==> src/rtl/mem_arb_if.sv <==
// Request/grant, read-return and memory-port bundle for mem_arb.
// slave = arbiter side, master = requesters plus memory side.
interface mem_arb_if #(
  parameter int AW = 8,
  parameter int DW = 32
);
  logic          if_req;
  logic [AW-1:0] if_addr;
  logic          if_gnt;
  logic          if_rvalid;
  logic [DW-1:0] if_rdata;

  logic          dm_req;
  logic          dm_we;
  logic [AW-1:0] dm_addr;
  logic [DW-1:0] dm_wdata;
  logic          dm_gnt;
  logic          dm_rvalid;
  logic [DW-1:0] dm_rdata;

  logic [AW-1:0] mem_addr;
  logic [DW-1:0] mem_wdata;
  logic          mem_wren;
  logic [DW-1:0] mem_q;

  modport slave (
    input  if_req, if_addr,
    output if_gnt, if_rvalid, if_rdata,
    input  dm_req, dm_we, dm_addr, dm_wdata,
    output dm_gnt, dm_rvalid, dm_rdata,
    output mem_addr, mem_wdata, mem_wren,
    input  mem_q
  );

  modport master (
    output if_req, if_addr,
    input  if_gnt, if_rvalid, if_rdata,
    output dm_req, dm_we, dm_addr, dm_wdata,
    input  dm_gnt, dm_rvalid, dm_rdata,
    input  mem_addr, mem_wdata, mem_wren,
    output mem_q
  );
endinterface

==> src/rtl/mem_arb.sv <==
// Fetch/data arbiter in front of one single-port synchronous memory.
// Default: data priority with fetch starvation guard; MEM_ARB_RR_EN selects round-robin.
module mem_arb #(
  parameter int AW         = 8,
  parameter int DW         = 32,
  parameter int STARVE_MAX = 4
) (
  input  logic        clk,
  input  logic        rst,
  mem_arb_if.slave    bus,
  output logic [15:0] conflict_cnt
);

  logic          contention;
  logic          if_gnt_c;
  logic          dm_gnt_c;

  logic [AW-1:0] addr_q,    addr_d;
  logic [DW-1:0] wdata_q,   wdata_d;
  logic          if_rv_q,   if_rv_d;
  logic          dm_rv_q,   dm_rv_d;
  logic [DW-1:0] if_hold_q, if_hold_d;
  logic [DW-1:0] dm_hold_q, dm_hold_d;
  logic [15:0]   conf_q,    conf_d;

`ifdef MEM_ARB_RR_EN
  typedef enum logic {NEXT_IF = 1'b0, NEXT_DM = 1'b1} rr_e;
  rr_e rr_q, rr_d;
`else
  localparam int SW = (STARVE_MAX < 1) ? 1 : $clog2(STARVE_MAX + 1);
  logic [SW-1:0] starve_q, starve_d;
`endif

  assign contention = bus.if_req & bus.dm_req;

  always_comb begin
    if_gnt_c = 1'b0;
    dm_gnt_c = 1'b0;
    if (!rst) begin
      if (contention) begin
`ifdef MEM_ARB_RR_EN
        if_gnt_c = (rr_q == NEXT_IF);
`else
        if_gnt_c = (starve_q == SW'(STARVE_MAX));
`endif
        dm_gnt_c = ~if_gnt_c;
      end else begin
        if_gnt_c = bus.if_req;
        dm_gnt_c = bus.dm_req;
      end
    end
  end

  always_comb begin
    addr_d    = addr_q;
    wdata_d   = wdata_q;
    if_rv_d   = if_gnt_c;
    dm_rv_d   = dm_gnt_c & ~bus.dm_we;
    if_hold_d = if_rv_q ? bus.mem_q : if_hold_q;
    dm_hold_d = dm_rv_q ? bus.mem_q : dm_hold_q;
    conf_d    = conf_q;
    if (if_gnt_c) begin
      addr_d = bus.if_addr;
    end else if (dm_gnt_c) begin
      addr_d  = bus.dm_addr;
      wdata_d = bus.dm_wdata;
    end
    if (contention && (conf_q != '1)) begin
      conf_d = conf_q + 16'd1;
    end
  end

`ifdef MEM_ARB_RR_EN
  always_comb begin
    rr_d = rr_q;
    if (contention && !rst) begin
      rr_d = if_gnt_c ? NEXT_DM : NEXT_IF;
    end
  end
`else
  // Cannot pass STARVE_MAX: at that value any pending fetch wins.
  always_comb begin
    starve_d = '0;
    if (bus.if_req && !if_gnt_c) begin
      starve_d = starve_q + SW'(1);
    end
  end
`endif

  always_ff @(posedge clk) begin
    if (rst) begin
      addr_q    <= '0;
      wdata_q   <= '0;
      if_rv_q   <= 1'b0;
      dm_rv_q   <= 1'b0;
      if_hold_q <= '0;
      dm_hold_q <= '0;
      conf_q    <= '0;
    end else begin
      addr_q    <= addr_d;
      wdata_q   <= wdata_d;
      if_rv_q   <= if_rv_d;
      dm_rv_q   <= dm_rv_d;
      if_hold_q <= if_hold_d;
      dm_hold_q <= dm_hold_d;
      conf_q    <= conf_d;
    end
  end

`ifdef MEM_ARB_RR_EN
  always_ff @(posedge clk) begin
    if (rst) begin
      rr_q <= NEXT_IF;
    end else begin
      rr_q <= rr_d;
    end
  end
`else
  always_ff @(posedge clk) begin
    if (rst) begin
      starve_q <= '0;
    end else begin
      starve_q <= starve_d;
    end
  end
`endif

  // Grant-cycle address is combinational; otherwise the last granted address is held.
  assign bus.mem_addr  = if_gnt_c ? bus.if_addr : (dm_gnt_c ? bus.dm_addr : addr_q);
  assign bus.mem_wdata = dm_gnt_c ? bus.dm_wdata : wdata_q;
  assign bus.mem_wren  = dm_gnt_c & bus.dm_we;

  assign bus.if_gnt    = if_gnt_c;
  assign bus.dm_gnt    = dm_gnt_c;
  assign bus.if_rvalid = if_rv_q;
  assign bus.dm_rvalid = dm_rv_q;
  assign bus.if_rdata  = if_rv_q ? bus.mem_q : if_hold_q;
  assign bus.dm_rdata  = dm_rv_q ? bus.mem_q : dm_hold_q;
  assign conflict_cnt  = conf_q;

endmodule

==> src/flat_wrapper.sv <==
// flat-port wrapper written by rule: the top's interface ports become plain ports
module mem_arb_flat 
#(
  parameter int AW         = 8,
  parameter int DW         = 32,
  parameter int STARVE_MAX = 4
)
  (clk, rst, conflict_cnt, bus_if_req, bus_if_addr, bus_if_gnt, bus_if_rvalid, bus_if_rdata, bus_dm_req, bus_dm_we, bus_dm_addr, bus_dm_wdata, bus_dm_gnt, bus_dm_rvalid, bus_dm_rdata, bus_mem_addr, bus_mem_wdata, bus_mem_wren, bus_mem_q);
  mem_arb_if #(.AW(AW), .DW(DW)) bus_i ();
  input  logic clk;
  input  logic rst;
  output logic [15:0] conflict_cnt;
  input wire logic [$bits(bus_i.if_req)-1:0] bus_if_req;
  input wire logic [$bits(bus_i.if_addr)-1:0] bus_if_addr;
  output wire logic [$bits(bus_i.if_gnt)-1:0] bus_if_gnt;
  output wire logic [$bits(bus_i.if_rvalid)-1:0] bus_if_rvalid;
  output wire logic [$bits(bus_i.if_rdata)-1:0] bus_if_rdata;
  input wire logic [$bits(bus_i.dm_req)-1:0] bus_dm_req;
  input wire logic [$bits(bus_i.dm_we)-1:0] bus_dm_we;
  input wire logic [$bits(bus_i.dm_addr)-1:0] bus_dm_addr;
  input wire logic [$bits(bus_i.dm_wdata)-1:0] bus_dm_wdata;
  output wire logic [$bits(bus_i.dm_gnt)-1:0] bus_dm_gnt;
  output wire logic [$bits(bus_i.dm_rvalid)-1:0] bus_dm_rvalid;
  output wire logic [$bits(bus_i.dm_rdata)-1:0] bus_dm_rdata;
  output wire logic [$bits(bus_i.mem_addr)-1:0] bus_mem_addr;
  output wire logic [$bits(bus_i.mem_wdata)-1:0] bus_mem_wdata;
  output wire logic [$bits(bus_i.mem_wren)-1:0] bus_mem_wren;
  input wire logic [$bits(bus_i.mem_q)-1:0] bus_mem_q;
  assign bus_i.if_req = bus_if_req;
  assign bus_i.if_addr = bus_if_addr;
  assign bus_if_gnt = bus_i.if_gnt;
  assign bus_if_rvalid = bus_i.if_rvalid;
  assign bus_if_rdata = bus_i.if_rdata;
  assign bus_i.dm_req = bus_dm_req;
  assign bus_i.dm_we = bus_dm_we;
  assign bus_i.dm_addr = bus_dm_addr;
  assign bus_i.dm_wdata = bus_dm_wdata;
  assign bus_dm_gnt = bus_i.dm_gnt;
  assign bus_dm_rvalid = bus_i.dm_rvalid;
  assign bus_dm_rdata = bus_i.dm_rdata;
  assign bus_mem_addr = bus_i.mem_addr;
  assign bus_mem_wdata = bus_i.mem_wdata;
  assign bus_mem_wren = bus_i.mem_wren;
  assign bus_i.mem_q = bus_mem_q;
  mem_arb #(.AW(AW), .DW(DW), .STARVE_MAX(STARVE_MAX)) u_core (.clk(clk), .rst(rst), .bus(bus_i), .conflict_cnt(conflict_cnt));
endmodule
==> config.mk <==
export PLATFORM = sky130hd
export DESIGN_NAME = mem_arb_flat
export DESIGN_NICKNAME = d
export VERILOG_FILES = /design/src/rtl/mem_arb_if.sv /design/src/rtl/mem_arb.sv /design/src/flat_wrapper.sv
export SDC_FILE = /design/constraint.sdc
export NUM_CORES = 1
export LEC_CHECK = 0
export CAP_MARGIN = 20
export CORE_UTILIZATION = 43
export DETAILED_ROUTE_END_ITERATION = 10
export GPL_ROUTABILITY_DRIVEN = 1
export GPL_TIMING_DRIVEN = 0
export PLACE_DENSITY = 0.89
export SLEW_MARGIN = 10
export SYNTH_ARGS = -nofsm -noshare
export SYNTH_HDL_FRONTEND = slang
export SYNTH_SLANG_ARGS = --single-unit
==> constraint.sdc <==
create_clock -name clk -period 2.7 [get_ports clk]
set_input_delay 0.405 -clock clk [delete_from_list [all_inputs] [get_ports clk]]
set_output_delay 0.405 -clock clk [all_outputs]
set_load 0.005 [all_outputs]
==> results of run 1 <==
Yosys cell counts, drive strengths merged (2+ instances only):
cell,count
nand2b,2
and2,2
nand3,7
and3,2
clkbuf,18
mux2,101
nor3,4
or3,3
or4,4
nand2,7
dfxtp,125
a211oi,9
o31ai,4
buf,11
ha,3
a21oi,6
nor2b,101
nand4,4
mux2i,17
nor2,24
inv,14
nor4,6
o21ai,2
critical path: stages, from the launching register on:
cell and delay, ns:
dfxtp_2 0.32, inv_1 0.05, ha_2 0.17, buf_4 0.10
and2_1 0.16, o21ai_4 0.09, nor2_4 0.32, clkdlybuf4s50_1 0.57
worst max path at each step:
stage               depth (start not counted)                           from  slack, ns                 to
global placement                            8                     bus_if_req      -0.38   bus_mem_wdata[4]
floorplan                                   8  u_core.starve_q[0]$_SDFF_PP0_       0.71  bus_mem_wdata[10]
detailed placement                          5                     bus_if_req      -0.45    bus_mem_addr[2]
finish                                      7  u_core.starve_q[0]$_SDFF_PP0_       0.10         bus_if_gnt
CTS                                        10  u_core.starve_q[0]$_SDFF_PP0_      0.001   bus_mem_wdata[1]
global route                                7  u_core.starve_q[0]$_SDFF_PP0_     -0.006         bus_if_gnt
report_power, final:
part | total, uW | switching, uW | internal (uW)
logic | 667 | 244 | 423
clock network | 2170 | 769 | 1400
registers | 1940 | 21.5 | 1920
total | 4770 | 1040 | 3740
cells by family (layout without fill, tap and decap cells):
logic type | after synthesis | after routing | share of synthesized area, %
xor+xnor | 1 | 1 | 0.1682
buf+inv | 43 | 295 | 3.267
fa+ha+maj | 3 | 3 | 0.7207
compound gates | 26 | 26 | 3.483
flops | 125 | 125 | 48.04
simple gates | 169 | 169 | 19.22
mux | 118 | 118 | 25.10
sequential cells by signal, summed over array words and instances (netlist names):
name,flops
u_core.addr_q,8
u_core.bus.dm_rvalid,1
u_core.bus.if_rvalid,1
u_core.conflict_cnt,16
u_core.dm_hold_q,32
u_core.if_hold_q,32
u_core.starve_q,3
u_core.wdata_q,32
through the flow:
stage | power, uW | TNS [ns] | cell area, um^2
floorplan | 2232 | 0 | 5209
global placement | 2617 | -12.61 | 7480
detailed placement | 2636 | -14.56 | 7480
CTS | 4790 | 0 | 8170
global route | 4949 | -0.006356 | 8233
finish | 4770 | 0 | 8233
layout make-up:
type / instances / area, um^2 / share of cell area (%)
tap: 143 / 178.9 / 2.173
clock buffer: 24 / 511.7 / 6.216
multi-input combinational: 317 / 2566 / 31.17
clock inverter: 7 / 60.06 / 0.7295
inverter: 14 / 65.06 / 0.7903
buffer: 28 / 157.7 / 1.915
sequential: 125 / 2504 / 30.41
timing repair buffer: 222 / 2190 / 26.60
routing by layer:
metal	share of wire, %	track usage (%)	up-vias	wire (um)
met2	51	40.87	163	7327
met4	2.2	10.40	0	317
met1	41	27.12	2109	5853
li1	-	-	2139	-
met3	6.2	6.371	25	888
met5	0	0	-	0
timing repair:
action,CTS,global route
buffers inserted,11,1
hold buffers,0,0
pin swaps,1,1
setup endpoints to repair,103,32
hold endpoints to repair,0,0
gates resized for setup,63,17
gates cloned,0,1
==> metrics, run 1 <==
dpl cells=roughly 840; Worst Hold Path EP=u_core.starve_q[0]$_SDFF_PP0_; max-cap viol count=0; Std-Cell Core Area=~0.012 mm^2; PortBufs=209; DP HPWL=10,190 um; ys async rst share=0%; H-tree depth=4; pwr/cell area=slightly below 600 mW/mm^2; Mapped Nets=around 570; pin count of the biggest net entering global routing=17; Post-Layout Cell Count=just under 900; CTS tree=done; WL/cell=16.35 um; Crit. End Element=output port; synth unique cells=40; gr ovfl total=0; Longest Clk Path Bufs=2; EDFF count, synth=0; Worst Max-Slew Pin Slew=0.6103 ns; Most used DFF post-synth=dfxtp_1; hold path start=u_core.starve_q[0]$_SDFF_PP0_; CTS Sinks=about 130; commonest non-fill, non-tap cell in the layout=clkdlybuf4s50_1; Critical R2R Capture=u_core.addr_q[6]$_SDFF_PP0_; first-pass GRT wire length=about 23,000 um; post-layout util=around 70%; Leak=~0.0034 uW; Final Hold Slack=0.4193 ns; die height=~110 um; DR vias=between 4,000 and 5,000; Worst-path clk slew=0.05 ns; starting DRC count in detailed routing=180; critical path arrival=roughly 2.2 ns; synth top area cells=dfxtp_1 48%, mux2_2 22%, nor2b_1 12%; Tot GR Track Use=between 20% and 30%; synthesized area per cell=about 11 um^2; status=finished with violations; CTS Buf Count=17; Slew headroom=59.32%; initial core utilization=44.85%; Cell Rows=39; post-synthesis cell count=485; Critical Path Fanout Max=9; Clock Skews=about 0.0026 ns; FF-to-FF path depth=9; setup ws final=about 0.10 ns; antenna diode instance count=0; Die ar.=around 0.013 mm^2; via/cell ratio=5.041; hold path cells=1; Die W=~110 um; layout filler cell count=just under 900; initial antenna violation count=0; max-slew violation count=0; final WL=~14,000 um; most frequent cells in the layout=168 x clkdlybuf4s50_1, 124 x dfxtp_1, 101 x nor2b_1, 100 x mux2_2, 28 x dlygate4sd2_1; Worst Hold Class=reg -> reg; post-synthesis sequential area ratio=roughly 48%; CTS Root Cell=clkbuf_16; crit path launch type=flop; WS Path Type=reg -> out; YS warnings=0; vias in the first global route=about 4,600; RSZ-0062 raised after global routing=yes; area of the mapped netlist=about 0.0052 mm^2; required time worst endpoint=around 2.3 ns; top cell type's share of synthesized area=between 40 and 50%; area grow syn2layout=58.06%; flops & latches, synth=between 100 and 150; layout cells sized above 1=between 20% and 30%; FMAX=between 300 and 400 MHz; R2R setup slack=about 0.7 ns; Final Setup Violations=0; nets=a little over 800; origin of the critical flop-to-flop path=u_core.starve_q[1]$_SDFF_PP0_; setup slack at placement=-0.4461 ns; Residual DRC=12; VDD IR max=roughly 0.00040 V; io pins=210; First-pass DRT Iterations=8; Final Hold Viols=0; fin crit share=96.13%; min Tclk post-route=between 2 and 3 ns; clk_lat worst skew=0.41 ns; post-synth top area cell=dfxtp_1; routability congestion estimate=between 0.8 and 0.9; failing checks=design-rule violations; post-route ant nets=0
No activity file was read; power rests on OpenSTA's default activity.
==> run 2, diff against run 1 <==
Settings changed: ABC_CLOCK_PERIOD_IN_PS set to 2700, CORE_ASPECT_RATIO set to 1.75.
==> metrics, run 2 (synthesized netlist as in run 1, its figures left out) <==
PortBufs=209 (unchanged); gr ovfl total=0 (unchanged); nets=817 (+0.49%); layout cells sized above 1=23.18% (+0.52 points); fin crit share=98.81% (+2.7 points); max-cap viol count=0 (unchanged); CP peak stage delay=0.48 ns (-0.09 ns); Seq pwr share=38.1% (-2.5 points); R2R setup slack=0.64 ns (-0.05 ns); RSZ-0062 raised after global routing=yes; Worst-path clk slew=0.06 ns (about the same); Worst path slowest cell=clkdlybuf4s50_1; Die W=85.20 um (-24%); Largest regs=u_core.dm_hold_q x32, u_core.if_hold_q x32, u_core.wdata_q x32; DP HPWL=11,370 um (+12%); Cell Rows=52 (+33%); starting DRC count in detailed routing=119 (-34%); Worst Hold Path EP=u_core.starve_q[0]$_SDFF_PP0_; first-pass GRT wire length=23,780 um (+2.7%); First-pass DRT Iterations=4 (-4); FF-to-FF path depth=5 (-4); clk_lat worst skew=0.40 ns (about the same); vias in the first global route=4,898 (+5.4%); required time worst endpoint=2.30 ns (about the same); CTS Buf Count=17 (unchanged); Internal Power=3930 uW (+5.2%); commonest non-fill, non-tap cell in the layout=clkdlybuf4s50_1; area grow syn2layout=59.50%; Longest Clk Path Bufs=2 (unchanged); DR vias=4,530 (+2.1%); initial antenna violation count=0 (unchanged); CTS Root Cell=clkbuf_16; layout filler cell count=861 (-1.7%); clock power share=48.5% (+3.1 points); Residual DRC=0 (-12); Logic pwr share=13.4% (-0.6 points); status=completed; critical path arrival=2.26 ns (+0.07 ns); Final Hold Viols=0 (unchanged); FMAX=374.8 MHz (-2.7%); crit path launch type=flop; io pins=210 (unchanged); pin count of the biggest net entering global routing=17 (unchanged); via/cell ratio=5.165 (+2.5%); H-tree depth=4 (unchanged); switching share of power=22.58% (+0.88 points); hold path start=u_core.starve_q[0]$_SDFF_PP0_; Leak=0.003478 uW (+1.3%); total power=5077 uW (+6.4%); origin of the critical flop-to-flop path=u_core.conflict_cnt[1]$_SDFFE_PP0P_; antenna diode instance count=0 (unchanged); Slew headroom=60.40% (+1.1 points); post-layout util=70.94% (about the same); VDD IR max=0.0004529 V (+12%); area taken by multi-input logic gates=0.002564 mm^2 (about the same); area occupied by registers=0.002505 mm^2 (about the same); max-slew violation count=0 (unchanged); initial core utilization=44.48% (-0.37 points); Crit. End Element=output port; Final Setup Violations=0 (unchanged); Tot GR Track Use=24.62% (+1.1 points); post-route ant nets=0 (unchanged); NetSw=1147 uW (+11%); Worst Hold Class=reg -> reg; Std-Cell Core Area=0.01171 mm^2 (+0.84%); routability congestion estimate=0.8537 (-4.1%); most frequent cells in the layout=170 x clkdlybuf4s50_1, 123 x dfxtp_1, 101 x nor2b_1, 99 x mux2_2, 32 x dlygate4sd2_1; Clock Skews=0.005946 ns (+0.003319 ns); hold path cells=2 (+1); # hold bufs at CTS=0 (unchanged); WL/cell=17.69 um (+8.2%); min Tclk post-route=2.668 ns (+0.07255 ns); die height=147.6 um (+32%); Critical Path Fanout Max=9 (unchanged); CTS tree=done; WS Path Type=reg -> out; Worst Max-Slew Pin Slew=0.5940 ns (-0.01630 ns); Cell Chain, Critical Path=inv_1 -> ha_1 -> nand3_1 -> nand3b_1 -> buf_6 -> buf_6 -> mux2i_1 -> mux2i_1 -> clkdlybuf4s50_1; Die ar.=0.01258 mm^2 (+0.14%); final WL=15,510 um (+7.8%); CTS Sinks=125 (unchanged); pwr/cell area=611.1 mW/mm^2 (+5.5%); Critical R2R Capture=u_core.conflict_cnt[12]$_SDFFE_PP0P_
==> run 2: cell types whose count changed in the layout (fill, tap and decap cells not counted), sizes merged, moves of 3 or more <==
cell           delta
bufinv            +3
clkbuf            -5
clkdlybuf4s15     -5
clkinv            -3
dlygate4sd2       +4
inv               +5
==> run 2: metal layers <==
metal | wire, um | vias up | GRT usage, %
li1 | - | 2150 | -
met1 | 5300 | 2169 | 22.43
met2 | 8774 | 156 | 48.63
met3 | 678 | 55 | 5.528
met4 | 758 | 0 | 13.47
met5 | 0 | - | 0
==> run 2: repair_timing <==
item	in CTS	in global routing
hold endpoints to repair	0	0
pin swaps	1	0
endpoints found under the setup margin	103	28
gates resized for setup	60	16
setup buffers	12	4
gates cloned	1	0
==> run 2: metrics by stage <==
step	instances	setup WS, ns	instance area [um^2]	hold slack (ns)	TNS, ns
after floorplan	485	0.7070	5209	0.4173	0
after global placement	829	-0.3809	7470	0.4311	-11.69
after detailed placement	829	-0.4108	7470	0.4445	-13.37
after CTS	874	-0.05542	8259	0.4193	-0.08745
after global routing	877	-0.1147	8308	0.5204	-0.2470
final	877	0.03203	8308	0.5097	0
==> run 2: layout make-up <==
type                            count  share of cell area, %
Tap cell                          135                  2.033
Buffer                             28                  1.807
Inverter                           14                 0.7831
Clock buffer                       18                  5.286
Multi-Input combinational cell    317                  30.86
Timing Repair Buffer              226                  26.61
Clock inverter                     14                  2.470
Sequential cell                   125                  30.15
==> run 2: worst max-delay path, delay by kind of cell (launching register included) <==
family / cells / cell delay, ns
adders and majority gates: 1 / 0.14
buffers and inverters: 4 / 0.84
DFF: 1 / 0.33
muxes: 2 / 0.36
and+or+nand+nor: 2 / 0.19
==> run 2: how the worst max path moves through the flow <==
stage,slack (ns),endpoint,start
floorplan,0.71,bus_mem_wdata[10],u_core.starve_q[0]$_SDFF_PP0_
global placement,-0.38,bus_mem_wdata[1],bus_if_req
detailed placement,-0.41,bus_mem_addr[1],bus_dm_req
CTS,-0.06,bus_mem_addr[6],u_core.starve_q[0]$_SDFF_PP0_
global route,-0.11,bus_mem_addr[6],u_core.starve_q[1]$_SDFF_PP0_
finish,0.03,bus_mem_addr[6],u_core.starve_q[1]$_SDFF_PP0_
==> run 2: power by group through the flow <==
stage	logic (uW)	clock network, uW	registers, uW
final	679	2460	1940
after global routing	724	2590	1940
after CTS	675	2490	1940
after detailed placement	669	0	1980
after global placement	651	0	1970
after floorplan	265	0	1970
==> run 3, diff against run 2 <==
Settings changed: CORE_UTILIZATION 43 to 41, PLACE_DENSITY 0.89 to 0.86.
==> metrics, run 3 (synthesized netlist as in run 1, its figures left out) <==
post-route ant nets=0 (unchanged); Final Hold Slack=0.5132 ns (+0.003485 ns); Largest regs=u_core.dm_hold_q x32, u_core.if_hold_q x32, u_core.wdata_q x32; Final Hold Viols=0 (unchanged); first-pass GRT wire length=22,880 um (-3.8%); WS Path Type=reg -> out; gr ovfl total=0 (unchanged); antenna diode instance count=0 (unchanged); PortBufs=209 (unchanged); Internal Power=3819 uW (-2.8%); DR vias=4,500 (-0.66%); First-pass DRT Iterations=4 (unchanged); DP HPWL=11,050 um (-2.8%); via/cell ratio=4.967 (-3.8%); CTS tree=done; routability congestion estimate=0.7785 (-8.8%); area grow syn2layout=59.62% (about the same); Worst Max-Slew Pin Slew=0.6349 ns (+0.04094 ns); Slew headroom=57.67% (-2.7 points); CP peak stage delay=0.32 ns (-0.16 ns); commonest non-fill, non-tap cell in the layout=clkdlybuf4s50_1; max-slew violation count=0 (unchanged); vias in the first global route=4,762 (-2.8%); Longest Clk Path Bufs=2 (unchanged); critical path arrival=2.20 ns (-0.06 ns); switching share of power=22.62% (+0.035 points); Tot GR Track Use=22.97% (-1.6 points); required time worst endpoint=2.30 ns (about the same); CTS Sinks=125 (unchanged); RSZ-0062 raised after global routing=no; CTS Buf Count=17 (unchanged); clock power share=47.1% (-1.4 points); Cell Chain, Critical Path=inv_1 -> ha_2 -> nand3_2 -> nand3b_1 -> buf_6 -> clkinv_8 -> buf_8 -> buf_12 -> mux2_2 -> dlygate4sd2_1; WL/cell=16.42 um (-7.2%); Final Setup Violations=0 (unchanged); Leak=0.003428 uW (-1.5%); Die ar.=0.01318 mm^2 (+4.8%); FMAX=383.6 MHz (+2.4%); area taken by multi-input logic gates=0.002576 mm^2 (+0.49%); H-tree depth=4 (unchanged); final WL=14,880 um (-4.1%); initial core utilization=41.90% (-2.6 points); Worst-path clk slew=0.06 ns (about the same); pin count of the biggest net entering global routing=17 (unchanged); setup_tns=0 ns (unchanged); crit path launch type=flop; io pins=210 (unchanged); Die W=87.21 um (+2.4%); Residual DRC=0 (unchanged); nets=813 (-0.49%); area occupied by registers=0.002505 mm^2 (unchanged); pwr/cell area=593.6 mW/mm^2 (-2.9%); Cell Rows=54 (+3.8%); VDD IR max=0.0004492 V (-0.83%); total power=4936 uW (-2.8%); Logic pwr share=13.6% (+0.2 points); initial antenna violation count=0 (unchanged); NetSw=1116 uW (-2.6%); most frequent cells in the layout=172 x clkdlybuf4s50_1, 123 x dfxtp_1, 101 x mux2_2, 101 x nor2b_1, 25 x dlygate4sd2_1; status=completed; Clock Skews=0.008419 ns (+0.002473 ns); Worst path slowest cell=dfxtp_2; Std-Cell Core Area=0.01243 mm^2 (+6.2%); die height=151.1 um (+2.4%); fin crit share=96.54% (-2.3 points); Worst Hold Class=reg -> reg; CTS Root Cell=clkbuf_16; min Tclk post-route=2.607 ns (-0.06127 ns); clk_lat worst skew=0.41 ns (about the same); layout cells sized above 1=23.04% (-0.15 points); layout filler cell count=974 (+13%); Crit. End Element=output port; max-cap viol count=0 (unchanged); starting DRC count in detailed routing=96 (-19%); Critical Path Fanout Max=9 (unchanged); Seq pwr share=39.2% (+1.1 points)
==> run 3: cell count changes in the layout (fill, tap and decap cells not counted), moves of 3 or more <==
cell and change:
dlygate4sd2_1 -7, buf_4 -6, clkdlybuf4s15_1 +3, inv_6 -3
==> run 3: worst paths after layout <==
path                                        from                                   end  slack (ns)  cells after the start
max                u_core.starve_q[1]$_SDFF_PP0_                      bus_mem_wdata[7]        0.09                     10
min reg2reg        u_core.starve_q[0]$_SDFF_PP0_         u_core.starve_q[0]$_SDFF_PP0_        0.51                      2
max reg2reg  u_core.conflict_cnt[5]$_SDFFE_PP0P_  u_core.conflict_cnt[15]$_SDFFE_PP0P_        0.59                      5
min                u_core.starve_q[0]$_SDFF_PP0_         u_core.starve_q[0]$_SDFF_PP0_        0.51                      2
==> run 3: stage by stage <==
step	area (um^2)	util (%)	cells	setup WS [ns]
2_1_floorplan	5209	-	485	0.7070
3_3_place_gp	7511	60.42	862	-0.3156
3_5_place_dp	7511	60.42	862	-0.3569
4_1_cts	8219	66.11	902	0.00008793
5_1_grt	8314	66.88	906	0.01563
6_report	8314	66.88	906	0.09330
==> run 3: power by group through the flow <==
stage | clock (uW) | combinational [uW] | sequential, uW
final | 2330 | 673 | 1940
after global routing | 2440 | 724 | 1940
after CTS | 2370 | 666 | 1930
after detailed placement | 0 | 665 | 1970
after global placement | 0 | 650 | 1970
after floorplan | 0 | 265 | 1970
==> run 3: critical path: cells and delay by family (launching register included) <==
family | cells | cell delay [ns]
and+or+nand+nor | 2 | 0.20
muxes | 1 | 0.27
buffers and inverters | 6 | 0.80
adders and majority gates | 1 | 0.18
DFF | 1 | 0.32
==> run 3: layout make-up <==
type / instances / share of cell area [%]
multi-input combinational: 317 / 30.99
sequential: 125 / 30.13
timing repair buffer: 221 / 26.31
clock buffer: 19 / 5.327
tap: 168 / 2.528
clock inverter: 13 / 1.986
buffer: 29 / 1.956
inverter: 14 / 0.7825
==> run 3: what timing repair did <==
| action | CTS | global route |
|---|---|---|
| buffers inserted | 8 | 4 |
| hold buffers | 0 | 0 |
| gates cloned | 0 | 0 |
| pin swaps | 0 | 1 |
| endpoints found under the hold margin | 0 | 0 |
| setup endpoints to repair | 103 | 21 |
| gates resized for setup | 56 | 23 |
==> run 3: routing by layer <==
layer / vias to the layer above / track usage, % / wire length [um]
met5: - / 0 / 0
met2: 179 / 44.84 / 8360
met4: 0 / 11.72 / 488
met3: 39 / 6.649 / 861
li1: 2137 / - / -
met1: 2145 / 20.82 / 5164
